`src/rtl/hazard_forward_ctrl_pkg.sv`:
```
// Shared types for the operand-hazard controller: per-stage destination tag and select constants.
// Latency: n/a (types and a pure function only).
// Backpressure: n/a.
package hazard_pkg;

    typedef struct packed {
        logic       valid;
        logic [4:0] rd;
        logic       regwrite;
        logic       is_load;
    } stage_tag_t;

    localparam int         FWD_SEL_RF = 0;
    localparam logic [4:0] REG_ZERO   = 5'd0;

    // A producer sitting at 'stage' can hand its result over the bypass network.
    function automatic logic tag_ready(input logic is_load, input int stage, input int load_ready);
        return is_load ? (stage >= load_ready) : (stage >= 1);
    endfunction

endpackage

```
`src/rtl/hazard_forward_ctrl_if.sv`:
```
// ID-stage <-> hazard controller bundle: instruction tags in, stall and bypass selects out.
// Latency: hazard_stall/id_fwd_sel combinational, ex_fwd_sel registered (1 cycle).
// Backpressure: hazard_stall holds ID; pipe_stall freezes the controller.
// Ports: master = ID stage side, slave = controller side.
// Optional: FWD_PERF_EN adds stall_count.
interface hazard_forward_ctrl_if #(
    parameter int NUM_SRC    = 2,
    parameter int FWD_STAGES = 3,
    parameter int SELW       = $clog2(FWD_STAGES + 1)
);
    logic                      id_valid;
    logic [NUM_SRC*5-1:0]      id_rs;
    logic [NUM_SRC-1:0]        id_rs_used;
    logic [NUM_SRC-1:0]        id_early;
    logic [4:0]                id_rd;
    logic                      id_regwrite;
    logic                      id_is_load;
    logic                      pipe_stall;
    logic                      flush;
    logic                      hazard_stall;
    logic [NUM_SRC*SELW-1:0]   id_fwd_sel;
    logic [NUM_SRC*SELW-1:0]   ex_fwd_sel;
`ifdef FWD_PERF_EN
    logic [31:0]               stall_count;
`endif

    modport master (
        output id_valid, id_rs, id_rs_used, id_early, id_rd, id_regwrite, id_is_load,
               pipe_stall, flush,
        input  hazard_stall, id_fwd_sel, ex_fwd_sel
`ifdef FWD_PERF_EN
        , input stall_count
`endif
    );

    modport slave (
        input  id_valid, id_rs, id_rs_used, id_early, id_rd, id_regwrite, id_is_load,
               pipe_stall, flush,
        output hazard_stall, id_fwd_sel, ex_fwd_sel
`ifdef FWD_PERF_EN
        , output stall_count
`endif
    );
endinterface

```
`src/rtl/hazard_forward_ctrl_fwd_match.sv`:
```
// Matches one source register against every tracked stage; youngest match wins.
// Latency: purely combinational.
// Backpressure: none; reports early/EX hazards for the parent to stall on.
// Ports: rs_i/used_i/early_i source info, stages_i shadow pipe, *_sel_o selects, *_hazard_o flags.
module fwd_match
    import hazard_pkg::*;
#(
    parameter int FWD_STAGES       = 3,
    parameter int LOAD_READY_STAGE = 2,
    parameter int SELW             = $clog2(FWD_STAGES + 1)
) (
    input  logic [4:0]                   rs_i,
    input  logic                         used_i,
    input  logic                         early_i,
    input  stage_tag_t [FWD_STAGES-1:0]  stages_i,
    output logic [SELW-1:0]              early_sel_o,
    output logic [SELW-1:0]              ex_sel_o,
    output logic                         early_hazard_o,
    output logic                         ex_hazard_o
);
    logic found;
    logic found_load;
    int   idx;

    // Scan oldest to youngest so the youngest match overwrites older ones.
    always_comb begin
        found      = 1'b0;
        found_load = 1'b0;
        idx        = 0;
        for (int k = FWD_STAGES - 1; k >= 0; k--) begin
            if (used_i && stages_i[k].valid && stages_i[k].regwrite &&
                stages_i[k].rd != REG_ZERO && stages_i[k].rd == rs_i) begin
                found      = 1'b1;
                found_load = stages_i[k].is_load;
                idx        = k;
            end
        end
    end

    always_comb begin
        early_sel_o    = SELW'(FWD_SEL_RF);
        ex_sel_o       = SELW'(FWD_SEL_RF);
        early_hazard_o = 1'b0;
        ex_hazard_o    = 1'b0;
        if (found) begin
            early_sel_o    = SELW'(idx + 1);
            // By EX the producer has moved one stage on; past the last tracked
            // stage it has written the register file, which reads through.
            ex_sel_o       = (idx + 1 < FWD_STAGES) ? SELW'(idx + 2) : SELW'(FWD_SEL_RF);
            early_hazard_o = early_i & ~tag_ready(found_load, idx, LOAD_READY_STAGE);
            ex_hazard_o    = ~tag_ready(found_load, idx + 1, LOAD_READY_STAGE);
        end
    end
endmodule

```
`src/rtl/hazard_forward_ctrl.sv`:
```
// Operand-hazard controller: shadow pipe of destination tags, bypass selects, load/early-use stall.
// Latency: hazard_stall and id_fwd_sel combinational; ex_fwd_sel registered on issue (1 cycle).
// Backpressure: hazard_stall holds ID and inserts a bubble; pipe_stall freezes all state.
// Ports: clk, rst_n (async active-low), bus (slave modport of hazard_forward_ctrl_if).
// Optional: FWD_PERF_EN adds the stall_count cycle counter.
module hazard_forward_ctrl
    import hazard_pkg::*;
#(
    parameter int NUM_SRC          = 2,
    parameter int FWD_STAGES       = 3,
    parameter int LOAD_READY_STAGE = 2,
    parameter int SELW             = $clog2(FWD_STAGES + 1)
) (
    input  logic                 clk,
    input  logic                 rst_n,
    hazard_forward_ctrl_if.slave bus
);
    stage_tag_t [FWD_STAGES-1:0] stage_q, stage_d;
    logic [NUM_SRC*SELW-1:0]     ex_sel_q, ex_sel_d;
    logic [NUM_SRC*SELW-1:0]     ex_sel_c;
    logic [NUM_SRC-1:0]          early_hz, ex_hz;
    logic                        issue;
    stage_tag_t                  new_tag;

    for (genvar i = 0; i < NUM_SRC; i++) begin : g_src
        fwd_match #(
            .FWD_STAGES      (FWD_STAGES),
            .LOAD_READY_STAGE(LOAD_READY_STAGE),
            .SELW            (SELW)
        ) u_match (
            .rs_i          (bus.id_rs[5*i +: 5]),
            .used_i        (bus.id_rs_used[i]),
            .early_i       (bus.id_early[i]),
            .stages_i      (stage_q),
            .early_sel_o   (bus.id_fwd_sel[SELW*i +: SELW]),
            .ex_sel_o      (ex_sel_c[SELW*i +: SELW]),
            .early_hazard_o(early_hz[i]),
            .ex_hazard_o   (ex_hz[i])
        );
    end

    assign bus.hazard_stall = bus.id_valid & ~bus.flush & (|(early_hz | ex_hz));
    assign issue            = bus.id_valid & ~bus.hazard_stall & ~bus.flush;
    assign bus.ex_fwd_sel   = ex_sel_q;

    always_comb begin
        new_tag          = '0;
        new_tag.valid    = 1'b1;
        new_tag.rd       = bus.id_rd;
        new_tag.regwrite = bus.id_regwrite;
        new_tag.is_load  = bus.id_is_load;
    end

    always_comb begin
        stage_d  = stage_q;
        ex_sel_d = ex_sel_q;
        if (!bus.pipe_stall) begin
            for (int k = FWD_STAGES - 1; k >= 1; k--) begin
                stage_d[k] = stage_q[k-1];
            end
            stage_d[0] = issue ? new_tag : '0;
            ex_sel_d   = issue ? ex_sel_c : '0;
        end else if (bus.flush) begin
            // Frozen pipe: a flush only kills whatever sits in stage 0.
            stage_d[0].valid = 1'b0;
        end
    end

    always_ff @(posedge clk or negedge rst_n) begin
        if (!rst_n) begin
            stage_q  <= '0;
            ex_sel_q <= '0;
        end else begin
            stage_q  <= stage_d;
            ex_sel_q <= ex_sel_d;
        end
    end

`ifdef FWD_PERF_EN
    logic [31:0] stall_count_q, stall_count_d;

    always_comb begin
        stall_count_d = stall_count_q;
        if (bus.hazard_stall && !bus.pipe_stall) begin
            stall_count_d = stall_count_q + 32'd1;
        end
    end

    always_ff @(posedge clk or negedge rst_n) begin
        if (!rst_n) begin
            stall_count_q <= '0;
        end else begin
            stall_count_q <= stall_count_d;
        end
    end

    assign bus.stall_count = stall_count_q;
`endif
endmodule

```
`src/flat_wrapper.sv`:
```
// flat-port wrapper written by rule: the top's interface ports become plain ports
module hazard_forward_ctrl_flat import hazard_pkg::*;
#(
    parameter int NUM_SRC          = 2,
    parameter int FWD_STAGES       = 3,
    parameter int LOAD_READY_STAGE = 2,
    parameter int SELW             = $clog2(FWD_STAGES + 1)
)
  (clk, rst_n, bus_id_valid, bus_id_rs, bus_id_rs_used, bus_id_early, bus_id_rd, bus_id_regwrite, bus_id_is_load, bus_pipe_stall, bus_flush, bus_hazard_stall, bus_id_fwd_sel, bus_ex_fwd_sel);
  hazard_forward_ctrl_if #(.NUM_SRC(NUM_SRC), .FWD_STAGES(FWD_STAGES), .SELW(SELW)) bus_i ();
  input  logic clk;
  input  logic rst_n;
  input wire logic [$bits(bus_i.id_valid)-1:0] bus_id_valid;
  input wire logic [$bits(bus_i.id_rs)-1:0] bus_id_rs;
  input wire logic [$bits(bus_i.id_rs_used)-1:0] bus_id_rs_used;
  input wire logic [$bits(bus_i.id_early)-1:0] bus_id_early;
  input wire logic [$bits(bus_i.id_rd)-1:0] bus_id_rd;
  input wire logic [$bits(bus_i.id_regwrite)-1:0] bus_id_regwrite;
  input wire logic [$bits(bus_i.id_is_load)-1:0] bus_id_is_load;
  input wire logic [$bits(bus_i.pipe_stall)-1:0] bus_pipe_stall;
  input wire logic [$bits(bus_i.flush)-1:0] bus_flush;
  output wire logic [$bits(bus_i.hazard_stall)-1:0] bus_hazard_stall;
  output wire logic [$bits(bus_i.id_fwd_sel)-1:0] bus_id_fwd_sel;
  output wire logic [$bits(bus_i.ex_fwd_sel)-1:0] bus_ex_fwd_sel;
  assign bus_i.id_valid = bus_id_valid;
  assign bus_i.id_rs = bus_id_rs;
  assign bus_i.id_rs_used = bus_id_rs_used;
  assign bus_i.id_early = bus_id_early;
  assign bus_i.id_rd = bus_id_rd;
  assign bus_i.id_regwrite = bus_id_regwrite;
  assign bus_i.id_is_load = bus_id_is_load;
  assign bus_i.pipe_stall = bus_pipe_stall;
  assign bus_i.flush = bus_flush;
  assign bus_hazard_stall = bus_i.hazard_stall;
  assign bus_id_fwd_sel = bus_i.id_fwd_sel;
  assign bus_ex_fwd_sel = bus_i.ex_fwd_sel;
  hazard_forward_ctrl #(.NUM_SRC(NUM_SRC), .FWD_STAGES(FWD_STAGES), .LOAD_READY_STAGE(LOAD_READY_STAGE), .SELW(SELW)) u_core (.clk(clk), .rst_n(rst_n), .bus(bus_i));
endmodule
```
`config.mk`:
```
export PLATFORM = sky130hd
export DESIGN_NAME = hazard_forward_ctrl_flat
export DESIGN_NICKNAME = d
export VERILOG_FILES = /design/src/rtl/hazard_forward_ctrl_pkg.sv /design/src/rtl/hazard_forward_ctrl_if.sv /design/src/rtl/hazard_forward_ctrl_fwd_match.sv /design/src/rtl/hazard_forward_ctrl.sv /design/src/flat_wrapper.sv
export SDC_FILE = /design/constraint.sdc
export NUM_CORES = 1
export LEC_CHECK = 0
export CAP_MARGIN = 20
export CORE_ASPECT_RATIO = 0.5
export CORE_MARGIN = 10
export CORE_UTILIZATION = 52
export CTS_CLUSTER_DIAMETER = 50
export DETAILED_ROUTE_END_ITERATION = 7
export PLACE_DENSITY = 0.85
export SYNTH_ARGS = -nofsm -noshare
export SYNTH_HDL_FRONTEND = slang
export SYNTH_SLANG_ARGS = --single-unit
export TNS_END_PERCENT = 1
```
`constraint.sdc`:
```
create_clock -name clk -period 4.7 [get_ports clk]
set_clock_uncertainty 0.1 [all_clocks]
set_input_delay 0.94 -clock clk [delete_from_list [all_inputs] [get_ports clk]]
set_output_delay 0.94 -clock clk [all_outputs]
set_load 0.005 [all_outputs]
```
### Word-level counts from Yosys, hierarchy flattened

Cells that the tools add are included.

* bits of input ports: 26
* register bits after elaboration: 28

* reductions and logical operators: 28
* bitwise gates (word level): 13
* order comparisons: 10
* add/subtract/negate cells: 4
* equal/unequal tests: 7
* multiplexer cells: 36

Operator list (count)
* 32-bit by 2-bit >= comparator with 1-bit output (second input constant): 4
* 32-bit by 3-bit >= comparator with 1-bit output (second input constant): 4
* 32-bit two-way mux: 4
* 32-bit by 2-bit adder with 32-bit output (second input constant): 2
* 32-bit by 3-bit < comparator with 1-bit output (second input constant): 2
* 5-bit == test: 6
* 1-bit logical AND: 24
* 1-bit two-way mux: 22
* 2-bit two-way mux: 8
* 5-bit nonzero test: 3
* 8-bit two-way mux: 1
* 1-bit AND: 6
* 1-bit inverter: 6
* 2-bit adder (second input constant): 2
* 4-bit two-way mux: 1
* 2-bit by 1-bit inequality test with 1-bit output (second input constant): 1
* 2-bit bitwise OR: 1
* 2-bit OR reduction: 1

### Depth between registers and ports, before layout

Gate-level depths: netlist (run 1).

* depth in word-level cells: 20
* gate-level depth with buffers: 12
* gate-level depth less buffers: 11

### Cells and area by module

A second synthesis (run 1) with hierarchy kept.

* cell total of the unflattened synthesis: 192
* area, all modules: 1951.9 um^2

By module, submodules not included
* hazard_forward_ctrl: cells an instance 88, times used 1, area an instance 1188.6 um^2
* fwd_match: cells an instance 52, times used 2, area an instance 381.6 um^2

### Least setup slack after synthesis (run 1)

Ideal clock, no wire load.

* kind: input-to-output
* from: input port bus_id_rs[3]
* to: output port bus_hazard_stall
* cell stages on the path: 10
* data arrival time: 2.975 ns
* path slack: 0.685 ns
* path through: xnor2_1 nand4_1 nor3_1 nand2b_1 ha_1 a31o_1 a211oi_1 a2111oi_4 buf_6 nor2_1

* word-level cells in the longest chain between the ends: 13
* elaborated cells between the ends (all ways): 30
* those cells by class: add/sub: 1; order compare: 4; eq/ne: 3; mux: 13; bitwise: 5; reduce/logical: 4

RTL lines
* start, declared: RTL line flat_wrapper.sv:14 `input wire logic [$bits(bus_i.id_rs)-1:0] bus_id_rs;`
* 5-bit == test: RTL line hazard_forward_ctrl_fwd_match.sv:32 `stages_i[k].rd != REG_ZERO && stages_i[k].rd == rs_i) begin`
* 1-bit logical AND: RTL line hazard_forward_ctrl_fwd_match.sv:32
* 2-bit two-way mux: RTL line hazard_forward_ctrl_fwd_match.sv:31 `if (used_i && stages_i[k].valid && stages_i[k].regwrite &&`
* 32-bit two-way mux (2 in series): RTL line hazard_forward_ctrl_fwd_match.sv:31
* 32-bit by 2-bit adder with 32-bit output (tied with other cells): RTL line hazard_forward_ctrl_fwd_match.sv:51 `ex_hazard_o = ~tag_ready(found_load, idx + 1, LOAD_READY_STAGE);`
* 32-bit by 2-bit >= comparator with 1-bit output (tied with other cells): RTL line hazard_forward_ctrl_pkg.sv:18 `return is_load ? (stage >= load_ready) : (stage >= 1);`
* 1-bit two-way mux or 1-bit inverter (tied branches): RTL line hazard_forward_ctrl_pkg.sv:18, hazard_forward_ctrl_fwd_match.sv:50
* 1-bit inverter or 1-bit AND (tied branches): RTL line hazard_forward_ctrl_fwd_match.sv:51, hazard_forward_ctrl_fwd_match.sv:50
* 1-bit two-way mux: RTL line hazard_forward_ctrl_fwd_match.sv:45 `if (found) begin`
* 2-bit bitwise OR *: RTL line hazard_forward_ctrl.sv:42 `assign bus.hazard_stall = bus.id_valid & ~bus.flush & (|(early_hz | ex_hz));`
* 2-bit OR reduction *: RTL line hazard_forward_ctrl.sv:42
* 1-bit AND *: RTL line hazard_forward_ctrl.sv:42
* end, declared: RTL line flat_wrapper.sv:22 `output wire logic [$bits(bus_i.hazard_stall)-1:0] bus_hazard_stall;`

Every way passes the cells marked *; elsewhere a longest branch is shown, timed or not.

### Worst setup path in the final report (run 1)

* from: input port bus_id_rs[6]
* to: output port bus_hazard_stall

The elaborated chain is that of the path after synthesis.

==> impl_metrics.json, run 1 <==
{
  "cts_inserted_buffers": 3,
  "detailed_place_hpwl_um": 3890,
  "r2r-end": "u_core.stage_q[5]$_DFFE_PN0N_",
  "track_usage": 0.170,
  "layout_commonest_cell": "sky130_fd_sc_hd__buf_4",
  "clkTransAtPathRegs_ps": 100,
  "post_route_worst_hold_slack_ps": 417,
  "power_per_unit_of_standard_cell_area_nw_per_um2": 228,
  "antenna_cells": 0,
  "worst-path-stages": 12,
  "ctsHoldBuffers": 0,
  "htree_num_levels": 1,
  "crit_slowest_cell": "sky130_fd_sc_hd__nor4_4",
  "post_synthesis_cell_count": 172,
  "layout-drive-gt1-share": 0.285,
  "critical-path-top-delay-family": "buffers and inverters",
  "first_global_vias": 1679,
  "cts_tree": "yes",
  "dp_slack_ps": -178,
  "final_cell_mix": "29 x sky130_fd_sc_hd__buf_4, 28 x sky130_fd_sc_hd__dfrtp_1, 26 x sky130_fd_sc_hd__xnor2_1",
  "final_cell_count_no_fill": 286,
  "placement.cell_area_um2": 2410,
  "avgSynthCellArea_um2": 10.7,
  "worstMarginPinSlew_ps": 721,
  "worst_path_most_repeated_cell": "sky130_fd_sc_hd__buf_4",
  "critPathMaxFanout": 4,
  "routed_wirelength_um": 5300,
  "dr.first_iter.drc_count": 101,
  "n_fill_cell": 232,
  "first_pass_grt_wire_length_um": 8790,
  "critPathKind": "input port to output port",
  "synth_seq_cells": 28,
  "synth.net_count": 204,
  "die_w_um": 104,
  "ys_top_cells_by_area": "sky130_fd_sc_hd__dfrtp_1 38%, sky130_fd_sc_hd__xnor2_1 14%, sky130_fd_sc_hd__mux2_2 9.2%",
  "rr_startpoint": "u_core.stage_q[10]$_DFFE_PN0N_",
  "crit_path_max_cell_delay_ps": 360,
  "numnets_final": 268,
  "result_of_the_run": "finished, final reports clean",
  "final_worst_path_cycle_share": 0.919,
  "drv_slew": 0,
  "route.vias.total": 1630,
  "design.die.area_um2": 6460,
  "floorplan.core_area_um2": 3420,
  "share_of_the_synthesized_area_in_the_top_cell_type": 0.381,
  "rows": 15,
  "timing.critical_path.arrival_ps": 3280,
  "antenna_left": 0,
  "timing.critical_path.cells": "dlygate4sd2_1 > xnor2_2 > nand4_1 > nor4_4 > buf_4 > buf_4 > mux2i_1 > a221oi_1 > buf_4 > a2111oi_4 > nor2_1 > dlymetal6s2s_1",
  "avgRoutedWirePerCell_um": 18.5,
  "synth_enable_flop_cells": 0,
  "finalWorstPathRequiredPeriod_ps": 4320,
  "cp.required_ps": 3660,
  "crit_path_end_kind": "output port",
  "grt_antenna_before_repair": 0,
  "muxShareOfSynthArea": 0.0973,
  "drt-pass1-iter-count": 4,
  "finalSetupTns_ps": 0,
  "compound_cell_area_share_of_the_yosys_netlist": 0.131,
  "grt_setup_unrepaired": "no",
  "number_of_warnings_reported_in_the_yosys_synthesis_log": 0,
  "crit_path_start_kind": "input port",
  "post_synth_xor_area_fraction": 0.143,
  "fin_total_pwr_uw": 587,
  "finalHoldViolations": 0,
  "ys_async_sr_fraction": 1.00,
  "critical_path_endpoint": "bus_hazard_stall",
  "synthAdderAreaFrac": 0.0408,
  "slew_headroom": 0.517,
  "gp_congestion": 0.955,
  "setup.worst_path.start": "bus_id_rs[6]",
  "main_combinational_cell_family_by_area_after_synthesis": "simple AND/OR/NAND/NOR gates",
  "synth.largest_area_cell": "sky130_fd_sc_hd__dfrtp_1",
  "port-buffer-count": 34,
  "vdd.ir_drop.worst_mv": 0.127,
  "maximum_number_of_pins_on_one_net_before_global_route_repair": 33,
  "area.growth.synth_to_final_pct": 39.9,
  "timing.fmax_mhz": 231,
  "clock_insertion_delay_worst_skew_ps": 280,
  "design_area_um2": 2570,
  "yosys.area_share.simple": 0.176,
  "worstHoldPathType": "flip-flop to flip-flop",
  "yosysUniqueCellTypes": 41,
  "mappedNetlistArea_um2": 1840,
  "grt_overflow": 0,
  "io_pins": 35,
  "timing.reg2reg.worst_path_depth": 12,
  "drv_cap": 0,
  "postLayoutCoreUtil": 0.753,
  "dpl.cell_count": 279,
  "route.detailed.drc": 0,
  "setup_viol": 0,
  "power.leakage_nw": 1.14,
  "clock_path_buffers": 2,
  "cts_root_buf": "sky130_fd_sc_hd__clkbuf_8",
  "critPathBufInv": 5,
  "clkSinkCount": 28,
  "initial_core_util": 0.538,
  "synthFlopType": "sky130_fd_sc_hd__dfrtp_1",
  "reg2reg_setup_slack_ps": 1540,
  "die_h_um": 62.0,
  "finalWorstSetupSlack_ps": 379,
  "post_drt_via_cell_ratio": 5.70,
  "synth.yosys.seq_area_share": 0.381
}
[routing by layer]
layer / vias up / share of wire / GRT usage
met2: 57 / 0.52 / 0.315
met4: 0 / 0.024 / 0.0570
met3: 13 / 0.048 / 0.0247
met1: 809 / 0.41 / 0.205
met5: - / 0 / 0
li1: 751 / - / -
[report_power, final]
group | internal (mW) | switching, mW
sequential | 0.256 | 0.0258
clock | 0.114 | 0.0775
combinational | 0.0642 | 0.0488
total | 0.435 | 0.152
[worst min path at each step]
stage                                    startpoint                                    to  slack (ps)  cells after the start
5_1_grt        u_core.bus.ex_fwd_sel[1]$_DFFE_PN0N_  u_core.bus.ex_fwd_sel[1]$_DFFE_PN0N_         450                      2
3_5_place_dp   u_core.bus.ex_fwd_sel[3]$_DFFE_PN0N_  u_core.bus.ex_fwd_sel[3]$_DFFE_PN0N_         390                      2
2_1_floorplan  u_core.bus.ex_fwd_sel[1]$_DFFE_PN0N_  u_core.bus.ex_fwd_sel[1]$_DFFE_PN0N_         380                      2
4_1_cts        u_core.bus.ex_fwd_sel[1]$_DFFE_PN0N_  u_core.bus.ex_fwd_sel[1]$_DFFE_PN0N_         420                      2
3_3_place_gp   u_core.bus.ex_fwd_sel[3]$_DFFE_PN0N_  u_core.bus.ex_fwd_sel[3]$_DFFE_PN0N_         380                      2
6_report       u_core.bus.ex_fwd_sel[1]$_DFFE_PN0N_  u_core.bus.ex_fwd_sel[1]$_DFFE_PN0N_         420                      2
[kinds of logic (layout without fill, tap and decap cells)]
| kind of cell | after synthesis | in the layout |
|---|---|---|
| adders and majority gates | 6 | 6 |
| DFF | 28 | 28 |
| AOI/OAI and AO/OA | 26 | 26 |
| and+or+nand+nor | 53 | 53 |
| muxes | 16 | 16 |
| xor gates and xnor gates | 30 | 30 |
| buffers and inverters | 13 | 76 |
[worst reg2reg max path: stages, from the launching register on]
cell and delay [ps]:
sky130_fd_sc_hd__dfrtp_1 470, sky130_fd_sc_hd__or4_1 580, sky130_fd_sc_hd__o211ai_2 250, sky130_fd_sc_hd__nor3_1 100
sky130_fd_sc_hd__buf_4 160, sky130_fd_sc_hd__nor2_1 90, sky130_fd_sc_hd__nand2_1 100, sky130_fd_sc_hd__ha_2 210
sky130_fd_sc_hd__a31o_1 240, sky130_fd_sc_hd__a211oi_4 230, sky130_fd_sc_hd__a2111oi_4 60, sky130_fd_sc_hd__buf_4 200
sky130_fd_sc_hd__a32o_1 260
[sequential cells by signal, indices dropped and copies added (netlist names)]
register and cells:
u_core.stage_q 24, u_core.bus.ex_fwd_sel 4
[final cells by class]
type                            count  area [um2]  share of cell area
Timing Repair Buffer               63         552               0.215
Tap cell                           51        63.8              0.0248
Multi-Input combinational cell    131        1150               0.447
Sequential cell                    28         701               0.273
Clock buffer                        3        41.3              0.0161
Inverter                            9        33.8              0.0131
Clock inverter                      1        30.0              0.0117
[synth_stat cells, types with 2 or more instances]
| cell | number |
|---|---|
| sky130_fd_sc_hd__o211ai_2 | 2 |
| sky130_fd_sc_hd__nand3b_1 | 4 |
| sky130_fd_sc_hd__or4_1 | 3 |
| sky130_fd_sc_hd__nand2_1 | 15 |
| sky130_fd_sc_hd__a32o_1 | 8 |
| sky130_fd_sc_hd__a211oi_1 | 2 |
| sky130_fd_sc_hd__nor3_1 | 4 |
| sky130_fd_sc_hd__mux2_2 | 15 |
| sky130_fd_sc_hd__nor2_1 | 5 |
| sky130_fd_sc_hd__dfrtp_1 | 28 |
| sky130_fd_sc_hd__o21ai_1 | 2 |
| sky130_fd_sc_hd__o21ai_0 | 3 |
| sky130_fd_sc_hd__a22o_1 | 2 |
| sky130_fd_sc_hd__nand4_1 | 6 |
| sky130_fd_sc_hd__nor2b_1 | 3 |
| sky130_fd_sc_hd__inv_1 | 9 |
| sky130_fd_sc_hd__xnor2_1 | 30 |
| sky130_fd_sc_hd__ha_1 | 6 |
| sky130_fd_sc_hd__clkbuf_1 | 2 |
| sky130_fd_sc_hd__nand3_1 | 2 |
[timing repair]
item,in CTS,in global routing
pin swaps,5,3
endpoints found under the setup margin,1,1
buffers inserted,2,1
gates resized for setup,17,6
hold endpoints to repair,0,0
Power figures use the tool's default switching activity.
==> run 2, diff against run 1 <==
--- a/config.mk
+++ b/config.mk
@@ -8,11 +8,12 @@
 export CAP_MARGIN = 20
 export CORE_ASPECT_RATIO = 0.5
 export CORE_MARGIN = 10
-export CORE_UTILIZATION = 52
+export CORE_UTILIZATION = 53
 export CTS_CLUSTER_DIAMETER = 50
 export DETAILED_ROUTE_END_ITERATION = 7
 export PLACE_DENSITY = 0.85
 export SYNTH_ARGS = -nofsm -noshare
 export SYNTH_HDL_FRONTEND = slang
+export SYNTH_HIERARCHICAL = 1
 export SYNTH_SLANG_ARGS = --single-unit
-export TNS_END_PERCENT = 1
+export TNS_END_PERCENT = 5
==> impl_metrics.json, run 2 <==
{
  "finalHoldViolations": 0,
  "route.detailed.drc": 0,
  "relative_contribution_of_the_clock_network_to_total_power": 0.233,
  "maximum_number_of_pins_on_one_net_before_global_route_repair": 29,
  "timing.critical_path.arrival_ps": 3750,
  "clkSinkCount": 28,
  "power_per_unit_of_standard_cell_area_nw_per_um2": 203,
  "pwr-share-seq": 0.502,
  "sw_frac_of_total": 0.317,
  "setup_viol": 1,
  "switching_power_uw": 182,
  "grt_antenna_before_repair": 0,
  "share_of_the_synthesized_area_in_the_top_cell_type": 0.359,
  "n_fill_cell": 180,
  "failed_checks": "setup timing",
  "grt_util_met3": 0.0391,
  "placement.cell_area_um2": 2540,
  "port-buffer-count": 34,
  "rows": 15,
  "main_combinational_cell_family_by_area_after_synthesis": "simple AND/OR/NAND/NOR gates",
  "drv_slew": 0,
  "worst_path_most_repeated_cell": "sky130_fd_sc_hd__or4_4",
  "final_worst_path_cycle_share": 1.02,
  "clock_path_buffers": 2,
  "first_global_vias": 2076,
  "crit_path_end_kind": "output port",
  "comb_power_share": 0.264,
  "final_cell_mix": "36 x sky130_fd_sc_hd__buf_4, 28 x sky130_fd_sc_hd__dfrtp_1, 23 x sky130_fd_sc_hd__clkdlybuf4s50_1",
  "synth.yosys.seq_area_share": 0.359,
  "layout_commonest_cell": "sky130_fd_sc_hd__buf_4",
  "finalWorstSetupSlack_ps": -89.4,
  "cts_root_buf": "sky130_fd_sc_hd__clkbuf_8",
  "critPathMaxFanout": 3,
  "synthMostInstantiatedCell": "sky130_fd_sc_hd__dfrtp_1",
  "drt-pass1-iter-count": 7,
  "avgRoutedWirePerCell_um": 24.6,
  "critical-path-top-delay-family": "simple AND/OR/NAND/NOR gates",
  "multi_input_comb_area_um2": 1330,
  "gp_congestion": 0.900,
  "first_pass_grt_wire_length_um": 10700,
  "design_area_um2": 2830,
  "synth.largest_area_cell": "sky130_fd_sc_hd__dfrtp_1",
  "synth_enable_flop_cells": 0,
  "synth.net_count": 224,
  "synth_seq_cells": 28,
  "cp.required_ps": 3660,
  "yosys.area_share.simple": 0.209,
  "area.growth.synth_to_final_pct": 44.9,
  "drv_cap": 0,
  "muxShareOfSynthArea": 0.103,
  "die_h_um": 62.9,
  "seq_area_um2": 701,
  "numnets_final": 294,
  "synthFlopType": "sky130_fd_sc_hd__dfrtp_1",
  "antenna_cells": 0,
  "slew_headroom": 0.483,
  "clock_insertion_delay_worst_skew_ps": 280,
  "io_pins": 35,
  "detailed_place_hpwl_um": 4110,
  "compound_cell_area_share_of_the_yosys_netlist": 0.117,
  "post_route_worst_hold_slack_ps": 400,
  "track_usage": 0.194,
  "floorplan.core_area_um2": 3490,
  "worstHoldPathType": "flip-flop to flip-flop",
  "initial_core_util": 0.559,
  "routed_wirelength_um": 7660,
  "post_synth_xor_area_fraction": 0.126,
  "number_of_flip_flops_in_the_largest_register": 24,
  "mappedNetlistArea_um2": 1950,
  "grt_overflow": 0,
  "die_w_um": 106,
  "vdd.ir_drop.worst_mv": 0.124,
  "htree_num_levels": 1,
  "result_of_the_run": "finished with violations",
  "globalRouteMet2Util": 0.331,
  "timing.critical_path.cells": "clkdlybuf4s50_1 > nand3_2 > or4_4 > buf_4 > and3_4 > o22ai_4 > a211oi_2 > or4_4 > nor2b_1 > buf_2",
  "finalWorstPathRequiredPeriod_ps": 4790,
  "design.die.area_um2": 6660,
  "number_of_warnings_reported_in_the_yosys_synthesis_log": 6,
  "synth.cells.most_frequent": "28 x sky130_fd_sc_hd__dfrtp_1, 24 x sky130_fd_sc_hd__xnor2_1, 17 x sky130_fd_sc_hd__inv_1",
  "synthAdderAreaFrac": 0.0385,
  "avgSynthCellArea_um2": 10.2,
  "post_synthesis_cell_count": 192,
  "ys_top_cells_by_area": "sky130_fd_sc_hd__dfrtp_1 36%, sky130_fd_sc_hd__xnor2_1 11%, sky130_fd_sc_hd__mux2_2 9.2%",
  "route.vias.total": 2098,
  "crit_path_start_kind": "input port",
  "crit_slowest_cell": "sky130_fd_sc_hd__clkdlybuf4s50_1",
  "clkTransAtPathRegs_ps": 100,
  "timing.fmax_mhz": 209,
  "worstMarginPinSlew_ps": 773,
  "dr.first_iter.drc_count": 215,
  "power.leakage_nw": 1.31,
  "grt-busiest-layer": "met2",
  "crit_path_max_cell_delay_ps": 580,
  "power_report.internal_total_uw": 392,
  "layout-drive-gt1-share": 0.392,
  "antenna_left": 0,
  "max_flop_register": "u_core/stage_q",
  "post_drt_via_cell_ratio": 6.75,
  "dp_slack_ps": -528,
  "global_route.usage.met1": 0.220,
  "cts_tree": "yes",
  "cts_inserted_buffers": 3,
  "yosysUniqueCellTypes": 30,
  "ys_async_sr_fraction": 1.00,
  "critPathKind": "input port to output port",
  "finalSetupTns_ps": -89.4,
  "critPathBufInv": 3
}
## run 2: changes by cell type in the layout (fill, tap and decap cells not counted), moves of 5 or more
| cell | previous run | this run |
|---|---|---|
| sky130_fd_sc_hd__a32o_1 | 8 | 0 |
| sky130_fd_sc_hd__or4_4 | 0 | 7 |
| sky130_fd_sc_hd__buf_4 | 29 | 36 |
| sky130_fd_sc_hd__inv_1 | 9 | 15 |
| sky130_fd_sc_hd__o41ai_2 | 0 | 8 |
| sky130_fd_sc_hd__dlygate4sd2_1 | 9 | 1 |
| sky130_fd_sc_hd__dlymetal6s2s_1 | 2 | 7 |
| sky130_fd_sc_hd__xnor2_1 | 26 | 18 |
## run 2: power groups by stage
stage	clock (mW)	combinational (mW)	sequential (mW)
5_1_grt	0.144	0.160	0.290
2_1_floorplan	0	0.0644	0.277
4_1_cts	0.134	0.131	0.282
6_report	0.134	0.151	0.288
3_5_place_dp	0	0.116	0.285
3_3_place_gp	0	0.110	0.284
## run 2: metrics by stage
stage	total power, mW	util	cells
final	0.573	0.810	311
after global routing	0.593	0.810	311
after CTS	0.546	0.777	308
after detailed placement	0.401	0.727	298
after global placement	0.394	0.722	297
after floorplan	0.341	-	192
## run 2: cells by family (layout without fill, tap and decap cells)
logic type | Yosys count | count (layout)
AO/OA/AOI/OAI | 20 | 20
adder cells (fa/ha/maj) | 6 | 6
XOR/XNOR | 28 | 28
AND/OR/NAND/NOR | 69 | 69
multiplexers | 18 | 18
buffers and inverters | 23 | 91
flip-flops | 28 | 28
## run 2: final timing paths
path	slack [ps]	endpoint	startpoint	cells after the start
max	-90	bus_hazard_stall	bus_id_rs_used[1]	10
min	400	u_core/bus.ex_fwd_sel[2]$_DFFE_PN0N_	u_core/bus.ex_fwd_sel[2]$_DFFE_PN0N_	2
max reg2reg	1190	u_core/bus.ex_fwd_sel[3]$_DFFE_PN0N_	u_core/stage_q[3]$_DFFE_PN0N_	9
min reg2reg	400	u_core/bus.ex_fwd_sel[2]$_DFFE_PN0N_	u_core/bus.ex_fwd_sel[2]$_DFFE_PN0N_	2
max in group asynchronous	3300	u_core/stage_q[10]$_DFFE_PN0N_	rst_n	2
min in group asynchronous	930	u_core/stage_q[20]$_DFFE_PN0N_	rst_n	2
## run 2: final cells by class
| cell class | instances | area share |
|---|---|---|
| Multi-Input combinational cell | 141 | 0.471 |
| Sequential cell | 28 | 0.248 |
| Clock buffer | 3 | 0.0146 |
| Tap cell | 51 | 0.0226 |
| Inverter | 17 | 0.0226 |
| Timing Repair Buffer | 71 | 0.222 |
## run 2: repair_timing
item,in CTS,in global routing
setup buffers,7,3
endpoints found under the setup margin,2,2
hold buffers,0,0
gates resized for setup,26,26
pin swaps,7,11
## run 2: metal layers
layer,share of wire,vias to the layer above,routed length [um]
met5,0,-,0
met4,0.082,0,630
met3,0.11,93,872
met2,0.45,215,3470
met1,0.35,962,2690
li1,-,828,-
## run 2: worst reg2reg max path, delay by kind of cell (launching register included)
family                 cells  cell delay [ps]
and+or+nand+nor            6             2110
AOI/OAI and AO/OA          1              380
DFF                        1              490
muxes                      1               80
buffers and inverters      1              220
